[config.mk]
export PLATFORM = sky130hd
export DESIGN_NAME = alu_cc_stage_flat
export DESIGN_NICKNAME = d
export VERILOG_FILES = /design/src/rtl/alu_cc_stage_if.sv /design/src/rtl/alu_cc_stage.sv /design/src/flat_wrapper.sv
export SDC_FILE = /design/constraint.sdc
export NUM_CORES = 1
export LEC_CHECK = 0
export ABC_AREA = 1
export CAP_MARGIN = 5
export CORE_ASPECT_RATIO = 0.7
export CORE_MARGIN = 2
export CORE_UTILIZATION = 37
export CTS_BUF_LIST = sky130_fd_sc_hd__clkbuf_4 sky130_fd_sc_hd__clkbuf_8
export DETAILED_ROUTE_END_ITERATION = 8
export PLACE_DENSITY = 0.63
export SETUP_SLACK_MARGIN = 0.5
export SYNTH_ARGS = -nofsm -noshare
export SYNTH_HDL_FRONTEND = slang
export SYNTH_SLANG_ARGS = --single-unit
[constraint.sdc]
create_clock -name clk -period 3.5 [get_ports clk]
set_input_delay 0.525 -clock clk [delete_from_list [all_inputs] [get_ports clk]]
set_output_delay 0.525 -clock clk [all_outputs]
set_load 0.01 [all_outputs]
[src/rtl/alu_cc_stage_if.sv]
// Handshake and data bundle for the registered ALU stage with condition codes.
// The master drives operations in and accepts results; the slave is the ALU stage.
interface alu_cc_stage_if #(
  parameter int WIDTH = 64,
  parameter int CNT_W = 32
);
  logic             in_valid;
  logic             in_ready;
  logic [WIDTH-1:0] a;
  logic [WIDTH-1:0] b;
  logic [1:0]       fn;
  logic             set_cc;
  logic             out_valid;
  logic             out_ready;
  logic [WIDTH-1:0] result;
  logic             carry;
  logic             cc_zf;
  logic             cc_sf;
  logic             cc_of;
  logic [CNT_W-1:0] op_count;

  modport master (
    output in_valid, a, b, fn, set_cc, out_ready,
    input  in_ready, out_valid, result, carry, cc_zf, cc_sf, cc_of, op_count
  );

  modport slave (
    input  in_valid, a, b, fn, set_cc, out_ready,
    output in_ready, out_valid, result, carry, cc_zf, cc_sf, cc_of, op_count
  );
endinterface

[src/rtl/alu_cc_stage.sv]
// Registered ALU execute stage (add/sub/and/xor) with valid/ready output
// register, ZF/SF/OF condition-code register and accepted-operation counter.
module alu_cc_stage #(
  parameter int WIDTH = 64,
  parameter int CNT_W = 32
) (
  input logic          clk,
  input logic          rst,
  alu_cc_stage_if.slave bus
);
  localparam int MSB = WIDTH - 1;

  logic [WIDTH:0]   sum_p0;
  logic [WIDTH-1:0] res_p0;
  logic [2:0]       flags_p0;
  logic             accept_p0;

  logic             vld_p1;
  logic [WIDTH-1:0] result_p1;
  logic             carry_p1;
  logic             zf_p1;
  logic             sf_p1;
  logic             of_p1;
  logic [CNT_W-1:0] cnt_p1;

  // Subtraction is a + ~b + 1, so the carry-out reads as "no borrow".
  function automatic logic [WIDTH:0] alu_core(input logic [WIDTH-1:0] op_a,
                                              input logic [WIDTH-1:0] op_b,
                                              input logic [1:0]       op_fn);
    logic [WIDTH:0] r;
    case (op_fn)
      2'b00:   r = {1'b0, op_a} + {1'b0, op_b};
      2'b01:   r = {1'b0, op_a} + {1'b0, ~op_b} + {{WIDTH{1'b0}}, 1'b1};
      2'b10:   r = {1'b0, op_a & op_b};
      default: r = {1'b0, op_a ^ op_b};
    endcase
    return r;
  endfunction

  // Returns {zf, sf, of}; overflow is judged from operand and result signs.
  function automatic logic [2:0] alu_flags(input logic signed [WIDTH-1:0] op_a,
                                           input logic signed [WIDTH-1:0] op_b,
                                           input logic signed [WIDTH-1:0] res,
                                           input logic [1:0]              op_fn);
    logic zf;
    logic sf;
    logic of;
    zf = (res == '0);
    sf = res[MSB];
    case (op_fn)
      2'b00:   of = (op_a[MSB] == op_b[MSB]) && (res[MSB] != op_a[MSB]);
      2'b01:   of = (op_a[MSB] != op_b[MSB]) && (res[MSB] != op_a[MSB]);
      default: of = 1'b0;
    endcase
    return {zf, sf, of};
  endfunction

  // Stage p0: combinational compute from the presented operands.
  assign sum_p0    = alu_core(bus.a, bus.b, bus.fn);
  assign res_p0    = sum_p0[WIDTH-1:0];
  assign flags_p0  = alu_flags(bus.a, bus.b, res_p0, bus.fn);
  assign accept_p0 = bus.in_valid && bus.in_ready;

  // Stage p1: result/CC/counter registers; reset wins over a same-edge accept.
  always_ff @(posedge clk) begin
    if (rst) begin
      vld_p1    <= 1'b0;
      result_p1 <= '0;
      carry_p1  <= 1'b0;
      zf_p1     <= 1'b1;
      sf_p1     <= 1'b0;
      of_p1     <= 1'b0;
      cnt_p1    <= '0;
    end else if (accept_p0) begin
      vld_p1    <= 1'b1;
      result_p1 <= res_p0;
      carry_p1  <= sum_p0[WIDTH];
      cnt_p1    <= cnt_p1 + {{(CNT_W-1){1'b0}}, 1'b1};
      if (bus.set_cc) begin
        zf_p1 <= flags_p0[2];
        sf_p1 <= flags_p0[1];
        of_p1 <= flags_p0[0];
      end
    end else if (bus.out_ready) begin
      vld_p1 <= 1'b0;
    end
  end

  assign bus.in_ready  = !vld_p1 || bus.out_ready;
  assign bus.out_valid = vld_p1;
  assign bus.result    = result_p1;
  assign bus.carry     = carry_p1;
  assign bus.cc_zf     = zf_p1;
  assign bus.cc_sf     = sf_p1;
  assign bus.cc_of     = of_p1;
  assign bus.op_count  = cnt_p1;
endmodule

[src/flat_wrapper.sv]
// flat-port wrapper written by rule: the top's interface ports become plain ports
module alu_cc_stage_flat 
#(
  parameter int WIDTH = 64,
  parameter int CNT_W = 32
)
  (clk, rst, bus_in_valid, bus_a, bus_b, bus_fn, bus_set_cc, bus_out_ready, bus_in_ready, bus_out_valid, bus_result, bus_carry, bus_cc_zf, bus_cc_sf, bus_cc_of, bus_op_count);
  alu_cc_stage_if #(.WIDTH(WIDTH), .CNT_W(CNT_W)) bus_i ();
  input logic clk;
  input logic rst;
  input wire logic [$bits(bus_i.in_valid)-1:0] bus_in_valid;
  input wire logic [$bits(bus_i.a)-1:0] bus_a;
  input wire logic [$bits(bus_i.b)-1:0] bus_b;
  input wire logic [$bits(bus_i.fn)-1:0] bus_fn;
  input wire logic [$bits(bus_i.set_cc)-1:0] bus_set_cc;
  input wire logic [$bits(bus_i.out_ready)-1:0] bus_out_ready;
  output wire logic [$bits(bus_i.in_ready)-1:0] bus_in_ready;
  output wire logic [$bits(bus_i.out_valid)-1:0] bus_out_valid;
  output wire logic [$bits(bus_i.result)-1:0] bus_result;
  output wire logic [$bits(bus_i.carry)-1:0] bus_carry;
  output wire logic [$bits(bus_i.cc_zf)-1:0] bus_cc_zf;
  output wire logic [$bits(bus_i.cc_sf)-1:0] bus_cc_sf;
  output wire logic [$bits(bus_i.cc_of)-1:0] bus_cc_of;
  output wire logic [$bits(bus_i.op_count)-1:0] bus_op_count;
  assign bus_i.in_valid = bus_in_valid;
  assign bus_i.a = bus_a;
  assign bus_i.b = bus_b;
  assign bus_i.fn = bus_fn;
  assign bus_i.set_cc = bus_set_cc;
  assign bus_i.out_ready = bus_out_ready;
  assign bus_in_ready = bus_i.in_ready;
  assign bus_out_valid = bus_i.out_valid;
  assign bus_result = bus_i.result;
  assign bus_carry = bus_i.carry;
  assign bus_cc_zf = bus_i.cc_zf;
  assign bus_cc_sf = bus_i.cc_sf;
  assign bus_cc_of = bus_i.cc_of;
  assign bus_op_count = bus_i.op_count;
  alu_cc_stage #(.WIDTH(WIDTH), .CNT_W(CNT_W)) u_core (.clk(clk), .rst(rst), .bus(bus_i));
endmodule
==> metrics.txt <==
outcome=completed; Post-Syn Instances=between 3000 and 4000; CTS Buf Count=9; largest vdd supply drop=between 0.00015 and 0.0002 V; die outline height=between 150 and 200 µm; total congestion overflow after global routing=0; proportion of register bits with asynchronous set or reset after synthesis=0%; CP cell instances=clkdlybuf4s50_1 > inv_1 > ha_4 > nand2_4 > buf_4 > nor2_4 > nand2_2 > buf_6 > inv_1 > nand2_1 > nand2_1 > a21oi_2 > buf_4 > nand2_1 > nand2_1 > nand3_2 > nand3_2 > nand2_2 > nand2_1 > nor2_1 > nand3_2 > nor2_1 > nand2_1 > nand2_1; H-Tree Depth=3; vias after detailed routing=~25000; endpoint type of the worst setup path=flop; Slew HR=about 46%; end point of the worst hold path=u_core.bus.cc_of$_SDFFE_PP0P_; Final Hold Violating Endpoints=0; DRC marker count from the first detailed-route iteration=~3200; hold_sp=u_core.bus.cc_of$_SDFFE_PP0P_; wire length of the first global-routing pass=approximately 140000 µm; hold-fix buffer count after cts=0; detailed-routed wire length on met3=15400 µm; fin. max-slew vios=0; post-detail-place hpwl=roughly 77000 µm; sum of met2 wire segment lengths after detailed routing=~36000 µm; CTS tree=done; Layout Nets=4459; FF+latch area=2020 µm²; static leakage=0.0149 µW; clock-pin slew of the registers on the worst-case setup and hold paths=~0.10 ns; area share of the largest cell type after synthesis=23.9%; final period demand of the worst path=approximately 3.0 ns; master cell of the clock root buffer=sky130_fd_sc_hd__clkbuf_8; clock latency on the worst-skew pair=between 0.3 and 0.4 ns; switching power=approximately 3300 µW; number of synthesized register bits=slightly above 100; FF-to-FF setup slack=1.02 ns; max-cap check violation count=0; number of filler cells placed in the layout=between 4000 and 5000; area of the multi-input gates=15600 µm²; relative contribution of combinational cells to total power=between 60 and 70%; path type of the worst setup path=primary input to flop; routed length on met1=41500 µm; largest driver fanout on the critical path=5; final setup violating endpoints=0; Yosys warning total=0; buffer levels on the longest clock path=2; highest achievable clock rate=0.334 GHz; Die Footprint=about 48000 µm²; number of ports placed on the die boundary=237; worst-path cell with the longest stage delay=sky130_fd_sc_hd__clkdlybuf4s50_1; fraction of the yosys area taken by sequential cells=a little under an eighth; switching part of the total power=between 40% and 50%; area of the core region=approximately 45000 µm²; worst hold slack after final layout=0.489 ns; number of enable-type register cells in the synthesized netlist=0; number of clock sinks=just over 100; final worst clock skew=0.0139 ns; worst slack after detailed placement=-0.554 ns; Worst-Margin Slew=0.815 ns; Avg Cell Area, Syn=approximately 5.1 µm²; worst hold stages=2; final routed wire length divided by cell count=just under 20 µm; worst reg2reg path endpoint=u_core.bus.op_count[26]$_SDFFE_PP0P_; crit-path max cell delay=~0.48 ns; RSZ-0062 raised after global routing=true; IO Port Bufs=approximately 240; worst setup slack after layout=0.507 ns; crit share post-route=between 80% and 90%; leading area contributor after synthesis=sky130_fd_sc_hd__nand2_1; pin count of the biggest net entering global routing=100; standard-cell rows=between 60 and 70; via count of the first global-routing pass=about 23000; highest routed metal layer=met4; antenna violations before repair=2; synthesized net count=3619; Critical R2R Launch=u_core.bus.op_count[1]$_SDFFE_PP0P_; Initial Util=a little under two fifths; cell area after technology mapping=around 17000 µm²; CP most frequent cell=sky130_fd_sc_hd__nand2_1; arrival time of the worst setup path=3.30 ns; antenna viol nets, final=0; Routed Wire Length=about 94000 µm; worst min-delay path category=flop to flop; power per cell area=roughly 250 nW/µm²; top cells by area in the synthesized netlist=sky130_fd_sc_hd__nand2_1 (24%), sky130_fd_sc_hd__inv_1 (14%), sky130_fd_sc_hd__dfxtp_1 (12%); unique cell type count in the Yosys netlist=46; per-cell via count in the routed design=~5.2; All-Layer GR Usage=between 30% and 40%; kind of launch point of the worst setup path=primary input; Worst Reg-to-Reg Cells=18; internal power contribution=a little under 4000 µW; fraction of final layout cells with drive strength greater than 1=between 30% and 40%; Post-synth top flop=sky130_fd_sc_hd__dfxtp_1; weighted congestion at the end of routability-driven global placement=about 1.1; area delta synth->final=71.2%; Detailed Routing Iterations Pass 1=6; sequential share of power=17.6%; data required time of the worst path=3.81 ns; diode count=0; DIE WIDTH=approximately 260 µm; power share of the clock group=between 10 and 15%; Remaining DRCs=0
[worst max-delay path by stage]
| stage | cells after the start | to | start | slack, ns |
|---|---|---|---|---|
| 2_1_floorplan | 24 | u_core.bus.cc_zf$_SDFFE_PP1P_ | bus_a[0] | 0.88 |
| 3_3_place_gp | 22 | u_core.bus.cc_zf$_SDFFE_PP1P_ | bus_b[15] | -0.63 |
| 3_5_place_dp | 22 | u_core.bus.cc_zf$_SDFFE_PP1P_ | bus_b[15] | -0.55 |
| 4_1_cts | 23 | u_core.bus.cc_zf$_SDFFE_PP1P_ | bus_b[29] | 0.49 |
| 5_1_grt | 24 | u_core.bus.cc_zf$_SDFFE_PP1P_ | bus_b[47] | 0.44 |
| 6_report | 24 | u_core.bus.cc_zf$_SDFFE_PP1P_ | bus_b[53] | 0.51 |
[power by group through the flow]
stage,Combinational [µW],Clock [µW],Sequential [µW]
2_1_floorplan,1690,0,1320
3_3_place_gp,3830,0,1290
3_5_place_dp,3830,0,1290
4_1_cts,4290,1000,1270
5_1_grt,5200,1050,1270
6_report,4940,989,1270
[layout make-up]
| cell class | count | area share, % |
|---|---|---|
| clock buffers | 11 | 0.500 |
| repair buffers | 938 | 27.7 |
| inverters | 627 | 8.19 |
| multi-input cells | 2515 | 53.6 |
| well taps | 603 | 2.60 |
| clock inverters | 5 | 0.444 |
| flip-flops and latches | 101 | 6.97 |
[cells in the mapped netlist (2+ instances only)]
cell type and instances:
sky130_fd_sc_hd__and2_1 3, sky130_fd_sc_hd__nor3_2 3, sky130_fd_sc_hd__a211oi_1 2, sky130_fd_sc_hd__o21a_1 8, sky130_fd_sc_hd__clkbuf_1 44, sky130_fd_sc_hd__ha_1 130
sky130_fd_sc_hd__inv_1 618, sky130_fd_sc_hd__o21bai_1 22, sky130_fd_sc_hd__inv_2 6, sky130_fd_sc_hd__nand2_1 1081, sky130_fd_sc_hd__nand2_2 5, sky130_fd_sc_hd__nand4_1 53
sky130_fd_sc_hd__nor2_4 5, sky130_fd_sc_hd__or2_2 2, sky130_fd_sc_hd__o2111ai_1 2, sky130_fd_sc_hd__nand3b_1 5, sky130_fd_sc_hd__nor4_1 7, sky130_fd_sc_hd__clkinv_1 2
sky130_fd_sc_hd__nor3_1 37, sky130_fd_sc_hd__o31ai_1 2, sky130_fd_sc_hd__nor2_2 7, sky130_fd_sc_hd__nor2_1 404, sky130_fd_sc_hd__nand2_4 4, sky130_fd_sc_hd__nor3b_1 2
sky130_fd_sc_hd__dfxtp_1 101, sky130_fd_sc_hd__nand3_2 2, sky130_fd_sc_hd__o211ai_1 2, sky130_fd_sc_hd__o21ai_0 190, sky130_fd_sc_hd__a21o_1 2, sky130_fd_sc_hd__o21ai_1 3
sky130_fd_sc_hd__fa_1 2, sky130_fd_sc_hd__a21oi_1 199, sky130_fd_sc_hd__buf_2 54, sky130_fd_sc_hd__a31oi_1 4, sky130_fd_sc_hd__nand3_1 320, sky130_fd_sc_hd__buf_1 9
[per-stage QoR]
| step | TNS [ns] | instances | total power [µW] | instance area, µm² | util [%] |
|---|---|---|---|---|---|
| CTS | 0 | 4771 | 6560 | 26900 | 59.6 |
| floorplan | 0 | 3352 | 3010 | 17000 | - |
| detailed placement | -3.33 | 4712 | 5120 | 24400 | 54.1 |
| global route | 0 | 4800 | 7530 | 29000 | 64.3 |
| global placement | -3.53 | 4712 | 5120 | 24400 | 54.1 |
| finish | 0 | 4800 | 7190 | 29000 | 64.3 |
[registers in the layout (all words and copies together) (netlist names)]
register and count:
u_core.bus.result 64, u_core.bus.op_count 32, u_core.bus.carry 1, u_core.bus.cc_of 1, u_core.bus.cc_sf 1, u_core.bus.cc_zf 1, u_core.bus.out_valid 1
[cell families (layout without fill, tap and decap cells)]
kind of cell             after synthesis  in the layout  share of synthesized area [%]
AO/OA/AOI/OAI                        439            439                           13.6
adder cells (fa/ha/maj)              132            132                           9.83
flip-flops                           101            101                           11.9
buffers and inverters                736           1581                           16.7
AND/OR/NAND/NOR                     1944           1944                           47.8
[per-layer routing]
layer	global-route usage [%]	vias to the layer above
li1	-	12100
met1	55.7	11500
met2	50.6	1492
met3	15.0	113
met4	5.86	0
met5	0	-
[worst max-delay path: cells and delay by family]
family,cells,cell delay [ns]
compound gates,1,0.05
simple gates,16,1.32
buf+inv,6,1.06
fa+ha+maj,1,0.34
[layout by cell type, fill, tap and decap left out, types with 6 or more instances in the layout]
cell type,instances
sky130_fd_sc_hd__a21oi_1,111
sky130_fd_sc_hd__buf_4,647
sky130_fd_sc_hd__o21a_1,7
sky130_fd_sc_hd__a21oi_2,74
sky130_fd_sc_hd__nor3_4,8
sky130_fd_sc_hd__a21oi_4,14
sky130_fd_sc_hd__nand4_1,53
sky130_fd_sc_hd__nand2_4,43
sky130_fd_sc_hd__nand2_1,846
sky130_fd_sc_hd__clkbuf_2,7
sky130_fd_sc_hd__inv_1,503
sky130_fd_sc_hd__clkdlybuf4s50_1,138
sky130_fd_sc_hd__o21ai_2,22
sky130_fd_sc_hd__nand3_2,47
sky130_fd_sc_hd__nor3_1,19
sky130_fd_sc_hd__clkbuf_8,10
sky130_fd_sc_hd__dlymetal6s2s_1,67
sky130_fd_sc_hd__nand3_1,271
sky130_fd_sc_hd__ha_1,59
sky130_fd_sc_hd__ha_4,59
sky130_fd_sc_hd__o21bai_1,15
sky130_fd_sc_hd__inv_4,6
sky130_fd_sc_hd__dfxtp_1,101
sky130_fd_sc_hd__buf_6,44
sky130_fd_sc_hd__nor2_1,229
sky130_fd_sc_hd__nand2_2,201
sky130_fd_sc_hd__nor2_2,101
sky130_fd_sc_hd__inv_2,114
sky130_fd_sc_hd__ha_2,12
sky130_fd_sc_hd__nor3_2,14
sky130_fd_sc_hd__o21ai_0,138
sky130_fd_sc_hd__nor2_4,86
sky130_fd_sc_hd__dlygate4sd2_1,19
sky130_fd_sc_hd__o21ai_1,32
sky130_fd_sc_hd__buf_12,11
[timing repair]
| action | in CTS | in global routing |
|---|---|---|
| hold endpoints to repair | 0 | 0 |
| pin swaps | 126 | 208 |
| gates resized for setup | 542 | 655 |
| setup endpoints to repair | 37 | 33 |
| setup buffers | 43 | 29 |
Power figures use the tool's default switching activity.
